### src/rtl/lsu_pkg.sv
// -----------------------------------------------------------------------------
// lsu_pkg
// Shared types and constants for the load/store unit.
//   size_t       : access size encoding carried on ReqSize (byte/half/word/dword)
//   state_t      : transaction FSM states
//   size_bytes() : byte count n (1,2,4,8) for a given access size
//   LSU_MEM_BYTES: default size of the attached data memory in bytes
// -----------------------------------------------------------------------------
package lsu_pkg;

    localparam int unsigned LSU_MEM_BYTES = 65536;

    typedef enum logic [1:0] {
        SZ_B = 2'd0,
        SZ_H = 2'd1,
        SZ_W = 2'd2,
        SZ_D = 2'd3
    } size_t;

    typedef enum logic [2:0] {
        IDLE = 3'd0,
        RD   = 3'd1,
        CAP  = 3'd2,
        WR   = 3'd3,
        RESP = 3'd4
    } state_t;

    function automatic int unsigned size_bytes(input size_t sz);
        case (sz)
            SZ_B:    return 1;
            SZ_H:    return 2;
            SZ_W:    return 4;
            default: return 8;
        endcase
    endfunction

endpackage

### src/rtl/lsu_if.sv
// -----------------------------------------------------------------------------
// lsu_if
// Bundles the CPU-side request/response channels and the data-memory pins of
// the load/store unit.
//   Req*  : request channel (valid/ready), from the execute stage
//   Rsp*  : response channel (valid/ready), back to the execute stage
//   Mem*  : pins of the 64-bit big-endian data memory
// slave  : the load/store unit's view
// master : the environment's view (execute stage + memory)
// -----------------------------------------------------------------------------
interface lsu_if;

    logic        ReqValid;
    logic        ReqReady;
    logic        ReqWrite;
    logic [1:0]  ReqSize;
    logic        ReqSigned;
    logic [63:0] ReqAddr;
    logic [63:0] ReqWData;

    logic        RspValid;
    logic        RspReady;
    logic [63:0] RspData;
    logic        RspError;

    logic [63:0] MemAddress;
    logic [63:0] MemWriteData;
    logic        MemEnableRead;
    logic        MemEnableWrite;
    logic [63:0] MemReadData;

    modport slave (
        input  ReqValid, ReqWrite, ReqSize, ReqSigned, ReqAddr, ReqWData,
        input  RspReady, MemReadData,
        output ReqReady, RspValid, RspData, RspError,
        output MemAddress, MemWriteData, MemEnableRead, MemEnableWrite
    );

    modport master (
        output ReqValid, ReqWrite, ReqSize, ReqSigned, ReqAddr, ReqWData,
        output RspReady, MemReadData,
        input  ReqReady, RspValid, RspData, RspError,
        input  MemAddress, MemWriteData, MemEnableRead, MemEnableWrite
    );

endinterface

### src/rtl/lsu_format.sv
// -----------------------------------------------------------------------------
// lsu_format
// Combinational big-endian formatting for sub-doubleword accesses.
//   i_size       : access size
//   i_signed     : sign-extend the load result (ignored for doublewords)
//   i_mem_rdata  : doubleword read from memory at the access address
//   i_wdata      : right-aligned store data
//   o_load_data  : top n bytes of i_mem_rdata, right-aligned and extended
//   o_store_word : low n bytes of i_wdata placed in the top n bytes, remaining
//                  bytes taken unchanged from i_mem_rdata
// -----------------------------------------------------------------------------
module lsu_format
    import lsu_pkg::*;
(
    input  size_t       i_size,
    input  logic        i_signed,
    input  logic [63:0] i_mem_rdata,
    input  logic [63:0] i_wdata,
    output logic [63:0] o_load_data,
    output logic [63:0] o_store_word
);

    // Fill bit for the extension: the MSB of the accessed field is always
    // MemReadData[63] because the field sits at the lowest (leftmost) address.
    logic w_fill;
    assign w_fill = i_signed & i_mem_rdata[63];

    always_comb begin
        // NOTE: every output gets a default first so no path leaves it
        // unassigned, which would otherwise infer a latch.
        o_load_data  = i_mem_rdata;
        o_store_word = i_wdata;
        case (i_size)
            SZ_B: begin
                o_load_data  = {{56{w_fill}}, i_mem_rdata[63:56]};
                o_store_word = {i_wdata[7:0], i_mem_rdata[55:0]};
            end
            SZ_H: begin
                o_load_data  = {{48{w_fill}}, i_mem_rdata[63:48]};
                o_store_word = {i_wdata[15:0], i_mem_rdata[47:0]};
            end
            SZ_W: begin
                o_load_data  = {{32{w_fill}}, i_mem_rdata[63:32]};
                o_store_word = {i_wdata[31:0], i_mem_rdata[31:0]};
            end
            default: begin
                o_load_data  = i_mem_rdata;
                o_store_word = i_wdata;
            end
        endcase
    end

endmodule

### src/rtl/load_store_unit.sv
// -----------------------------------------------------------------------------
// load_store_unit
// Initiator side of the data-memory interface. Accepts one load/store at a
// time, range-checks the address, performs byte/half/word/doubleword accesses
// on a 64-bit big-endian memory (read-modify-write for narrow stores) and
// returns a response over a valid/ready channel.
//   Clock : system clock, all state on the rising edge
//   Reset : synchronous, active-high
//   bus   : lsu_if.slave -- Req*/Rsp* channels and Mem* pins
// Parameter MEM_BYTES: memory size; legal accesses need ReqAddr <= MEM_BYTES-8.
// All Rsp*/Mem* outputs and ReqReady come straight from registers.
// -----------------------------------------------------------------------------
module load_store_unit
    import lsu_pkg::*;
#(
    parameter int unsigned MEM_BYTES = LSU_MEM_BYTES
) (
    input  logic Clock,
    input  logic Reset,
    lsu_if.slave bus
);

    localparam logic [63:0] LAST_ADDR = 64'(MEM_BYTES - 8);

    state_t      r_state;
    state_t      w_state_nxt;

    // Fields latched at accept
    logic        r_write;
    size_t       r_size;
    logic        r_signed;
    logic [63:0] r_addr;
    logic [63:0] r_wdata;

    // Registered outputs
    logic        r_req_ready;
    logic        r_rsp_valid;
    logic [63:0] r_rsp_data;
    logic        r_rsp_error;
    logic [63:0] r_mem_wdata;
    logic        r_mem_rd_en;
    logic        r_mem_wr_en;

    logic        w_req_ready_nxt;
    logic        w_rsp_valid_nxt;
    logic        w_mem_rd_en_nxt;
    logic        w_mem_wr_en_nxt;

    logic        w_accept;
    logic        w_range_err;
    logic        w_rsp_done;
    logic [63:0] w_load_data;
    logic [63:0] w_store_word;

    // ReqReady is a register that is high only in IDLE, so it doubles as the
    // "idle" qualifier for acceptance.
    assign w_accept    = bus.ReqValid & r_req_ready;
    assign w_range_err = bus.ReqAddr > LAST_ADDR;
    assign w_rsp_done  = (r_state == RESP) & bus.RspReady;

    lsu_format u_format (
        .i_size       (r_size),
        .i_signed     (r_signed),
        .i_mem_rdata  (bus.MemReadData),
        .i_wdata      (r_wdata),
        .o_load_data  (w_load_data),
        .o_store_word (w_store_word)
    );

    // State register
    always_ff @(posedge Clock) begin
        // NOTE: sequential state uses non-blocking assignments so every
        // register samples pre-edge values regardless of statement order.
        if (Reset) begin
            r_state <= IDLE;
        end else begin
            r_state <= w_state_nxt;
        end
    end

    // Next-state logic
    always_comb begin
        w_state_nxt = r_state;
        case (r_state)
            IDLE: begin
                if (w_accept) begin
                    if (w_range_err) begin
                        w_state_nxt = RESP;
                    end else if (bus.ReqWrite && (size_t'(bus.ReqSize) == SZ_D)) begin
                        w_state_nxt = WR;
                    end else begin
                        w_state_nxt = RD;
                    end
                end
            end
            RD:      w_state_nxt = CAP;
            CAP:     w_state_nxt = r_write ? WR : RESP;
            WR:      w_state_nxt = RESP;
            RESP:    w_state_nxt = w_rsp_done ? IDLE : RESP;
            default: w_state_nxt = IDLE;
        endcase
    end

    // Output logic: decoded from the next state and registered below, so the
    // enables are flop outputs (glitch-free) and one-hot by construction.
    always_comb begin
        w_req_ready_nxt = (w_state_nxt == IDLE);
        w_mem_rd_en_nxt = (w_state_nxt == RD);
        w_mem_wr_en_nxt = (w_state_nxt == WR);
        w_rsp_valid_nxt = (w_state_nxt == RESP);
    end

    always_ff @(posedge Clock) begin
        if (Reset) begin
            r_req_ready <= 1'b0;
            r_mem_rd_en <= 1'b0;
            r_mem_wr_en <= 1'b0;
            r_rsp_valid <= 1'b0;
        end else begin
            r_req_ready <= w_req_ready_nxt;
            r_mem_rd_en <= w_mem_rd_en_nxt;
            r_mem_wr_en <= w_mem_wr_en_nxt;
            r_rsp_valid <= w_rsp_valid_nxt;
        end
    end

    // Datapath registers
    always_ff @(posedge Clock) begin
        if (Reset) begin
            r_write     <= 1'b0;
            r_size      <= SZ_B;
            r_signed    <= 1'b0;
            r_addr      <= '0;
            r_wdata     <= '0;
            r_rsp_data  <= '0;
            r_rsp_error <= 1'b0;
            r_mem_wdata <= '0;
        end else begin
            if (w_accept) begin
                r_write     <= bus.ReqWrite;
                r_size      <= size_t'(bus.ReqSize);
                r_signed    <= bus.ReqSigned;
                r_addr      <= bus.ReqAddr;
                r_wdata     <= bus.ReqWData;
                r_rsp_data  <= '0;
                r_rsp_error <= w_range_err;
                // A doubleword store writes ReqWData as-is; narrow stores
                // overwrite this with the merged word in CAP.
                r_mem_wdata <= bus.ReqWData;
            end
            if (r_state == CAP) begin
                if (r_write) begin
                    r_mem_wdata <= w_store_word;
                end else begin
                    r_rsp_data  <= w_load_data;
                end
            end
        end
    end

    assign bus.ReqReady       = r_req_ready;
    assign bus.RspValid       = r_rsp_valid;
    assign bus.RspData        = r_rsp_data;
    assign bus.RspError       = r_rsp_error;
    assign bus.MemAddress     = r_addr;
    assign bus.MemWriteData   = r_mem_wdata;
    assign bus.MemEnableRead  = r_mem_rd_en;
    assign bus.MemEnableWrite = r_mem_wr_en;

endmodule

### src/flat_wrapper.sv
// flat-port wrapper written by rule: the top's interface ports become plain ports
module load_store_unit_flat import lsu_pkg::*;
#(
    parameter int unsigned MEM_BYTES = LSU_MEM_BYTES
)
  (Clock, Reset, bus_ReqValid, bus_ReqWrite, bus_ReqSize, bus_ReqSigned, bus_ReqAddr, bus_ReqWData, bus_RspReady, bus_MemReadData, bus_ReqReady, bus_RspValid, bus_RspData, bus_RspError, bus_MemAddress, bus_MemWriteData, bus_MemEnableRead, bus_MemEnableWrite);
  lsu_if bus_i ();
  input  logic Clock;
  input  logic Reset;
  input wire logic [$bits(bus_i.ReqValid)-1:0] bus_ReqValid;
  input wire logic [$bits(bus_i.ReqWrite)-1:0] bus_ReqWrite;
  input wire logic [$bits(bus_i.ReqSize)-1:0] bus_ReqSize;
  input wire logic [$bits(bus_i.ReqSigned)-1:0] bus_ReqSigned;
  input wire logic [$bits(bus_i.ReqAddr)-1:0] bus_ReqAddr;
  input wire logic [$bits(bus_i.ReqWData)-1:0] bus_ReqWData;
  input wire logic [$bits(bus_i.RspReady)-1:0] bus_RspReady;
  input wire logic [$bits(bus_i.MemReadData)-1:0] bus_MemReadData;
  output wire logic [$bits(bus_i.ReqReady)-1:0] bus_ReqReady;
  output wire logic [$bits(bus_i.RspValid)-1:0] bus_RspValid;
  output wire logic [$bits(bus_i.RspData)-1:0] bus_RspData;
  output wire logic [$bits(bus_i.RspError)-1:0] bus_RspError;
  output wire logic [$bits(bus_i.MemAddress)-1:0] bus_MemAddress;
  output wire logic [$bits(bus_i.MemWriteData)-1:0] bus_MemWriteData;
  output wire logic [$bits(bus_i.MemEnableRead)-1:0] bus_MemEnableRead;
  output wire logic [$bits(bus_i.MemEnableWrite)-1:0] bus_MemEnableWrite;
  assign bus_i.ReqValid = bus_ReqValid;
  assign bus_i.ReqWrite = bus_ReqWrite;
  assign bus_i.ReqSize = bus_ReqSize;
  assign bus_i.ReqSigned = bus_ReqSigned;
  assign bus_i.ReqAddr = bus_ReqAddr;
  assign bus_i.ReqWData = bus_ReqWData;
  assign bus_i.RspReady = bus_RspReady;
  assign bus_i.MemReadData = bus_MemReadData;
  assign bus_ReqReady = bus_i.ReqReady;
  assign bus_RspValid = bus_i.RspValid;
  assign bus_RspData = bus_i.RspData;
  assign bus_RspError = bus_i.RspError;
  assign bus_MemAddress = bus_i.MemAddress;
  assign bus_MemWriteData = bus_i.MemWriteData;
  assign bus_MemEnableRead = bus_i.MemEnableRead;
  assign bus_MemEnableWrite = bus_i.MemEnableWrite;
  load_store_unit #(.MEM_BYTES(MEM_BYTES)) u_core (.Clock(Clock), .Reset(Reset), .bus(bus_i));
endmodule
### config.mk
export PLATFORM = sky130hd
export DESIGN_NAME = load_store_unit_flat
export DESIGN_NICKNAME = d
export VERILOG_FILES = /design/src/rtl/lsu_pkg.sv /design/src/rtl/lsu_if.sv /design/src/rtl/lsu_format.sv /design/src/rtl/load_store_unit.sv /design/src/flat_wrapper.sv
export SDC_FILE = /design/constraint.sdc
export NUM_CORES = 1
export LEC_CHECK = 0
export CAP_MARGIN = 25
export CORE_MARGIN = 2
export CORE_UTILIZATION = 36
export CTS_BUF_LIST = sky130_fd_sc_hd__clkbuf_2 sky130_fd_sc_hd__clkbuf_4 sky130_fd_sc_hd__clkbuf_8
export CTS_CLUSTER_DIAMETER = 80
export DETAILED_ROUTE_END_ITERATION = 16
export PLACE_DENSITY = 0.71
export SETUP_SLACK_MARGIN = 0.2
export SLEW_MARGIN = 25
export SYNTH_ARGS = -nofsm -noshare
export SYNTH_HDL_FRONTEND = slang
export SYNTH_SLANG_ARGS = --single-unit
### constraint.sdc
create_clock -name Clock -period 2.77 [get_ports Clock]
set_input_delay 0.6925 -clock Clock [delete_from_list [all_inputs] [get_ports Clock]]
set_output_delay 0.6925 -clock Clock [all_outputs]
set_load 0.02 [all_outputs]
# --- After elaboration in Yosys (flattened, before gate mapping) ---
# Index checks and enable logic that the tools add are counted.
op_classes:
  n_addsub: 0
  mul: 0
  div: 0
  n_lt_le_gt_ge: 1
  n_eq_ne: 10
  shifts: 0
  mux: 14
  bitwise: 3
  n_reduce_logical: 4
op_table:
  columns: ["op", "count"]
  rows:
  - ["64-bit 2-to-1 mux", 6]
  - ["64-bit case mux with 3 select lines", 2]
  - ["64-bit by 16-bit greater-than comparator with 1-bit output, second input constant", 1]
  - ["3-bit case mux with 5 select lines", 1]
  - ["3-bit 2-to-1 mux", 4]
  - ["3-bit by 2-bit == test with 1-bit output, second input constant", 3]
  - ["3-bit by 1-bit == test with 1-bit output, second input constant", 2]
  - ["3-bit == test, second input constant", 2]
  - ["3-bit zero test", 2]
  - ["2-bit == test, second input constant", 2]
  - ["1-bit bitwise AND", 3]
  - ["2-bit by 1-bit == test with 1-bit output, second input constant", 1]
  - ["2-bit zero test", 1]
  - ["2-bit 2-to-1 mux", 1]
  - ["1-bit logical AND", 1]
totals:
  reg_bits: 268
  latch_bits: 0
  ramBits: 0
  romBits: 0
  input_bits: 200
  output_inout_bits: 197
  elab_cells: 45
  memories: 0

# --- Depth between registers and ports, before layout ---
# Gate-level depths: netlist (run 1).
depth:
  word_depth: 7
  ltp_mapped: 8
  ltp_nobuf: 5

# --- By module ---
# From an unflattened synthesis (run 1), not the netlist that was laid out.
hier_totals:
  hier_cells: 1415
  area_unflattened_um2: 12368.1
by_module_without_submodules:
  columns: ["mod", "instances", "cells_per_inst", "area_each_um2", "seq_area_each_um2"]
  rows:
  - ["load_store_unit", 1, 1204, 10103.4, 5365.1]
  - ["lsu_format", 1, 211, 2264.7, 0.0]

# --- Worst setup path before layout (run 1) ---
# No wires, ideal clock.
synth_path:
  path_kind: "input -> register"
  start: "input port bus_ReqAddr[0]"
  end: "register u_core.r_mem_wr_en (netlist: u_core.bus.MemEnableWrite)"
  setup_time_ns: 0.096
  arrival_time_ns: 1.837
  t_required_ns: 2.674
  setup_slack_ns: 0.837
  stages: 3
  path_buffers: 0
  path_cell_list: "o311a_1 > or4_4 > o41ai_2"
synth_between:
  elab_chain_len: 5
synth_lines:
  columns: ["item", "line_no", "text"]
  rows:
  - ["start: declaration", "flat_wrapper.sv:14", "input wire logic [$bits(bus_i.ReqAddr)-1:0] bus_ReqAddr;"]
  - ["64-bit by 16-bit greater-than comparator with 1-bit output", "load_store_unit.sv:58", "assign w_range_err = bus.ReqAddr > LAST_ADDR;"]
  - ["3-bit 2-to-1 mux", "load_store_unit.sv:87", "if (w_range_err) begin"]
  - ["3-bit 2-to-1 mux", "load_store_unit.sv:86", "if (w_accept) begin"]
  - ["3-bit case mux with 5 select lines", "load_store_unit.sv:84", "case (r_state)"]
  - ["3-bit by 2-bit == test with 1-bit output", "load_store_unit.sv:109", "w_mem_wr_en_nxt = (w_state_nxt == WR);"]
  - ["end signal: assignment", "load_store_unit.sv:122", "r_mem_wr_en <= w_mem_wr_en_nxt;"]
  - ["end: declaration", "load_store_unit.sv:42", "logic r_mem_wr_en;"]
# Every way passes these cells.
# A chain may end at the register's enable or synchronous reset.

# --- Worst setup path after layout (run 1) ---
layout_path:
  start: "register u_core.r_req_ready (netlist: u_core.bus.ReqReady)"
  end: "output port bus_ReqReady"
layout_lines:
  columns: ["item", "line_no", "text"]
  rows:
  - ["start: declaration", "load_store_unit.sv:36", "logic r_req_ready;"]
  - ["start signal: assignment", "load_store_unit.sv:120", "r_req_ready <= w_req_ready_nxt;"]
  - ["end: declaration", "flat_wrapper.sv:18", "output wire logic [$bits(bus_i.ReqReady)-1:0] bus_ReqReady;"]
# No word-level cell between the ends.

==> metrics.csv, run 1 <==
metric;value;unit
status;finished, final reports clean;
Final nets;1990;
H-Tree Depth;2;
Reg clk slew, reported paths;0.06;ns
DR vias/cell;5.60;
CP Capture Type;output pin;
per-cell routed wire length;22.3;µm
CTS root buf;clkbuf_8;
core footprint;0.0316;mm²
input/output buffers;396;
CP max FO;3;
maximum vdd drop;321;µV
fin. max-slew vios;0;
min Tclk post-route;2.41;ns
worst skew pair latency;0.57;ns
Slew headroom;41.8;%
DRC;0;
Peak Freq;415;MHz
vias in the first global route;12061;
WHS Path Cells;2;
Seq cells post-synth;268;
final setup fails;0;
CTS Sinks;268;
top cell family by delay on the critical path;buffers and inverters;
clk buf depth;3;
share of post-route cells with drive strength above 1;10.2;%
worst-path cell chain;clkdlybuf4s50_1;
Final Hold Viols;0;
Die Footprint;0.0335;mm²
Die H;183;µm
Synth area leaders;dfxtp_1 (46%), nand2_1 (14%), a21oi_1 (12%);
first-pass GRT wire length;73100;µm
RSZ-0062 raised after global routing;no;
post-route setup TNS;0;ns
Resize count post-CTS;0;
Yosys cell types;37;
initial antenna violation count;0;
pwr dens;549;mW/mm²
Num CTS Buffers;47;
path length in cells of the critical path;1;
Layout fillers;2964;
Starting Density;36.6;%
post-CTS setup buffers;0;
post-route setup slack;0.359;ns
syn nets;1634;
Setup crit start;u_core.bus.ReqReady;
fraction of registers with async set/reset;0;%
Syn Inst Count;1434;
r2r worst-path depth;6;
register area share after synthesis;46.4;%
P_leak;6.01;nW
Final Wtd Congestion;0.915;
P&R area growth vs syn;46.9;%
crit path DAT;1.72;ns
vias;12463;
GRT Util Overall;28.6;%
DP HPWL;36700;µm
Worst Setup EP;bus_ReqReady;
CTS tree;yes;
Pwr Total;9.32;mW
gr ovfl total;0;
critical path startpoint category;flip-flop;
Yosys top cell by area;dfxtp_1;
CTS Hold Bufs;0;
site row count;65;
R2R Setup Slk;0.66;ns
Final ANT Viol Nets;0;
DRT iter0 DRCs;1092;
fin crit share;87.0;%
worst min path class;flip-flop to flip-flop;
Post-Syn Area;0.0116;mm²
post-synth top area share;46.4;%
Reg-to-Reg Start;u_core.r_size[0];
crit-path max cell delay;0.70;ns
measured slew at the worst slew-check pin;0.869;ns
clock skew;0.0292;ns
I/O Pins;397;
critical path buffer and inverter count;1;
Worst path slowest cell;clkdlybuf4s50_1;
number of flops mapped to enable cells by yosys;0;
Top FF cell, synth;dfxtp_1;
Inserted Diodes;0;
CP required;2.08;ns
wirelength, routed;49600;µm
type of the worst setup path;flip-flop to output pin;
die extent in x;183;µm
router iterations before antenna repair;5;
max-cap violations;0;
pre-CTS setup slack;0.125;ns
mean area per synthesized cell;8.06;µm²
pin count of the biggest net entering global routing;78;
Synth Warn #;0;
Worst R2R End;u_core.bus.RspData[53];
routing by layer:
metal | vias up | global-route usage [%] | share of wire (%)
met1 | 5955 | 34.8 | 39
met2 | 629 | 46.4 | 46
met4 | 0 | 15.6 | 5.8
met3 | 118 | 7.43 | 9.1
met5 | - | 0 | 0
li1 | 5761 | - | -
cell usage after synthesis, drive strengths merged, types with 2 or more instances:
master	n
nand4	9
a211oi	6
nor2	68
mux4	24
nor4	25
nand3	16
nor2b	3
dfxtp	268
mux2	22
a31oi	16
clkbuf	81
a221oi	6
buf	47
a21oi	276
nand2b	3
a311oi	65
o21ai	4
and2	2
nor3	35
mux2i	17
o211ai	3
or3	2
nand2	425
cell families (layout without fill, tap and decap cells):
kind of cell | Yosys count | in the layout | synth area share (%)
compound gates | 383 | 383 | 19.6
buf+inv | 128 | 519 | 4.53
simple gates | 592 | 592 | 21.2
flops | 268 | 268 | 46.4
mux | 63 | 63 | 8.30
metrics by stage:
| step | hold WS [ns] | cell area [µm²] | std cells | util, % |
|---|---|---|---|---|
| 2_1_floorplan | 0.433 | 11600 | 1434 | - |
| 3_3_place_gp | 0.440 | 16000 | 2143 | 50.7 |
| 3_5_place_dp | 0.447 | 16000 | 2143 | 50.7 |
| 4_1_cts | 0.455 | 17000 | 2227 | 53.8 |
| 5_1_grt | 0.472 | 17000 | 2227 | 53.8 |
| 6_report | 0.451 | 17000 | 2227 | 53.8 |
worst min-delay path, delay by kind of cell (launching register included):
kind | cells | cell delay [ns]
flip-flops | 1 | 0.31
AO/OA/AOI/OAI | 1 | 0.05
AND/OR/NAND/NOR | 1 | 0.05
placed cells by master (no fill, tap or decap), drive strengths merged, types with 3 or more instances in the layout:
cell,instances
dfxtp,268
clkinv,7
nor2b,3
a31oi,16
clkbuf,75
nand4,9
clkdlybuf4s50,395
buf,39
mux2,22
nand2b,3
o211ai,3
nor4,25
nand2,425
a21oi,276
mux2i,17
a221oi,6
mux4,24
a211oi,6
nor3,35
nor2,68
nand3,16
a311oi,65
o21ai,4
layout make-up:
type	instances	area, µm²	share of cell area (%)
clock buffer	74	900	5.30
multi-input combinational	1038	5690	33.5
sequential	268	5370	31.7
clock inverter	10	81.3	0.479
tap	402	503	2.96
timing repair buffer	435	4420	26.1
registers in the layout, summed over array words and instances (netlist names):
name	flops
u_core.bus.ReqReady	1
u_core.r_signed	1
u_core.bus.RspData	64
u_core.bus.MemWriteData	64
u_core.bus.RspError	1
u_core.r_state	3
u_core.r_write	1
u_core.r_wdata	64
u_core.bus.MemAddress	64
u_core.bus.MemEnableRead	1
u_core.bus.MemEnableWrite	1
u_core.r_size	2
u_core.bus.RspValid	1
how the worst min path moves through the flow:
stage                              startpoint                         to
finish              u_core.bus.MemAddress[60]  u_core.bus.MemAddress[60]
global route               u_core.r_wdata[52]         u_core.r_wdata[52]
global placement           u_core.r_wdata[49]         u_core.r_wdata[49]
CTS                  u_core.bus.MemAddress[4]   u_core.bus.MemAddress[4]
floorplan                  u_core.r_wdata[48]         u_core.r_wdata[48]
detailed placement         u_core.r_wdata[44]         u_core.r_wdata[44]
report_power, final:
| group | internal, mW | switching, mW |
|---|---|---|
| clock | 2.16 | 1.67 |
| sequential | 4.00 | 0.117 |
| combinational | 0.646 | 0.729 |
| total | 6.80 | 2.52 |
Note: power is estimated with default switching activity, not from simulation.
==> run 2: changes to the inputs <==
--- a/config.mk
+++ b/config.mk
@@ -11,7 +11,8 @@
 export CTS_BUF_LIST = sky130_fd_sc_hd__clkbuf_2 sky130_fd_sc_hd__clkbuf_4 sky130_fd_sc_hd__clkbuf_8
 export CTS_CLUSTER_DIAMETER = 80
 export DETAILED_ROUTE_END_ITERATION = 16
-export PLACE_DENSITY = 0.71
+export PLACE_DENSITY = 0.66
+export REMOVE_ABC_BUFFERS = 1
 export SETUP_SLACK_MARGIN = 0.2
 export SLEW_MARGIN = 25
 export SYNTH_ARGS = -nofsm -noshare
==> constraint.sdc (replaced) <==
create_clock -name Clock -period 2.35 [get_ports Clock]
set_input_delay 0.5875 -clock Clock [delete_from_list [all_inputs] [get_ports Clock]]
set_output_delay 0.5875 -clock Clock [all_outputs]
set_load 0.02 [all_outputs]
==> run 2 against run 1 <==
Sequential power up 17%; largest power group unchanged; non-clock buffer count up 53; wire length down 11%; count of clock-buffer cells in the layout up 5; largest cell class unchanged.
==> metrics.csv, run 2 (same netlist as run 1, synthesis figures left out) <==
metric;value;unit
CP required;1.76;ns
Final nets;2043;
gr ovfl total;0;
share of post-route cells with drive strength above 1;12.8;%
type of the worst setup path;flip-flop to output pin;
post-route cell area;0.0176;mm²
path length in cells of the critical path;1;
max-cap violations;0;
CP Capture Type;output pin;
pin count of the biggest net entering global routing;79;
Area after DPL;0.0165;mm²
pwr dens;633;mW/mm²
site row count;65;
initial antenna violation count;3;
status;finished, final reports clean;
Final ANT Viol Nets;0;
CP max FO;2;
r2r worst-path depth;6;
Final Hold Viols;0;
Cell Count, Final, Fillers Out;2279;
worst skew pair latency;0.55;ns
maximum vdd drop;393;µV
vias;12320;
DRC;0;
Num CTS Buffers;47;
wirelength, routed;44100;µm
met1 Track Usage GR;32.1;%
final setup fails;0;
Final Wtd Congestion;0.919;
H-Tree Depth;2;
router iterations before antenna repair;5;
worst min path class;flip-flop to flip-flop;
die extent in x;183;µm
top cell family by delay on the critical path;buffers and inverters;
Worst path slowest cell;clkdlybuf4s50_1;
input/output buffers;396;
GRT Util Overall;25.3;%
grt peak-use layer;met2;
Reg clk slew, reported paths;0.06;ns
fin crit share;89.6;%
crit-path max cell delay;0.63;ns
DP Cell Count;2196;
CTS root buf;clkbuf_8;
per-cell routed wire length;19.4;µm
fin. max-slew vios;0;
RSZ-0062 raised after global routing;no;
first-pass GRT wire length;67200;µm
critical path buffer and inverter count;1;
Die H;183;µm
met3 Usage GRT;5.76;%
P&R area growth vs syn;52.3;%
Die Footprint;0.0335;mm²
CTS tree;yes;
post-CTS setup buffers;0;
CTS Sinks;268;
Peak Freq;475;MHz
vias in the first global route;11929;
DRT iter0 DRCs;819;
clk buf depth;3;
clock skew;0.0251;ns
core footprint;0.0316;mm²
I/O Pins;397;
Pwr Total;11.1;mW
min Tclk post-route;2.11;ns
commonest non-fill, non-tap cell in the layout;nand2_1;
Starting Density;36.6;%
Layout fillers;2915;
worst-path cell chain;clkdlybuf4s50_1;
most frequent cells in the layout;nand2_1 (421), clkdlybuf4s50_1 (322), a21oi_1 (276);
crit path DAT;1.52;ns
DR vias/cell;5.41;
WHS Path Cells;2;
critical path startpoint category;flip-flop;
DP HPWL;30800;µm
P_leak;7.24;nW
Slew headroom;60.8;%
measured slew at the worst slew-check pin;0.588;ns
met2 usage;42.0;%
[run 2: changes by cell type in the layout (fill, tap and decap cells not counted), moves of 2 or more]
cell,delta
clkinv_2,-5
dlymetal6s2s_1,+43
buf_12,+5
buf_4,+48
nand2_1,-2
dlygate4sd2_1,+30
clkbuf_4,-7
clkbuf_8,+12
clkdlybuf4s50_1,-73
[run 2: what timing repair did]
item,in CTS,in global routing
hold buffers,0,0
resized for setup,30,44
endpoints found under the setup margin,30,46
[run 2: final timing paths]
kind | start | end | slack [ns]
worst max-delay path | u_core.bus.MemWriteData[2] | bus_MemWriteData[2] | 0.24
worst min-delay path | u_core.bus.MemAddress[54] | u_core.bus.MemAddress[54] | 0.45
worst max register to register | u_core.r_state[1] | u_core.bus.MemWriteData[5] | 0.52
worst min register to register | u_core.bus.MemAddress[54] | u_core.bus.MemAddress[54] | 0.45
[run 2: area by class of cell]
type,count,area (µm²),area share [%]
multi-input cells,1038,5710,32.5
flip-flops and latches,268,5370,30.5
repair buffers,488,4950,28.2
clock buffers,79,1010,5.75
well taps,402,503,2.86
clock inverters,3,40.0,0.228
diodes,1,2.50,0.0142
[run 2: power breakdown]
| part | switching, mW | internal, mW | leakage (nW) |
|---|---|---|---|
| Sequential | 0.110 | 4.71 | 2.18 |
| Clock | 1.89 | 2.80 | 0.559 |
| Combinational | 0.804 | 0.812 | 4.50 |
[run 2: per-stage QoR]
step | setup WS [ns] | TNS (ns) | util [%] | hold WS [ns]
2_1_floorplan | -3.06 | -728.41 | - | 0.427
3_3_place_gp | -0.265 | -0.777 | 52.2 | 0.441
3_5_place_dp | -0.303 | -0.809 | 52.2 | 0.446
4_1_cts | 0.200 | 0 | 55.4 | 0.454
5_1_grt | 0.198 | 0 | 55.8 | 0.469
6_report | 0.244 | 0 | 55.8 | 0.450
[run 2: per-layer routing]
metal  vias up  wire length (µm)
met4         4              1540
met5         -                20
met1      5853             18300
li1       5866                 -
met2       497             20900
met3       100              3370
==> run 3: changes to the inputs <==
--- a/config.mk
+++ b/config.mk
@@ -5,7 +5,7 @@
 export SDC_FILE = /design/constraint.sdc
 export NUM_CORES = 1
 export LEC_CHECK = 0
-export CAP_MARGIN = 25
+export CAP_MARGIN = 20
 export CORE_MARGIN = 2
 export CORE_UTILIZATION = 36
 export CTS_BUF_LIST = sky130_fd_sc_hd__clkbuf_2 sky130_fd_sc_hd__clkbuf_4 sky130_fd_sc_hd__clkbuf_8
@@ -14,6 +14,7 @@
 export PLACE_DENSITY = 0.66
 export REMOVE_ABC_BUFFERS = 1
 export SETUP_SLACK_MARGIN = 0.2
+export SKIP_LAST_GASP = 1
 export SLEW_MARGIN = 25
 export SYNTH_ARGS = -nofsm -noshare
 export SYNTH_HDL_FRONTEND = slang
==> results of run 3 <==
The final DEF is identical to that of run 2; final timing and power are the same.
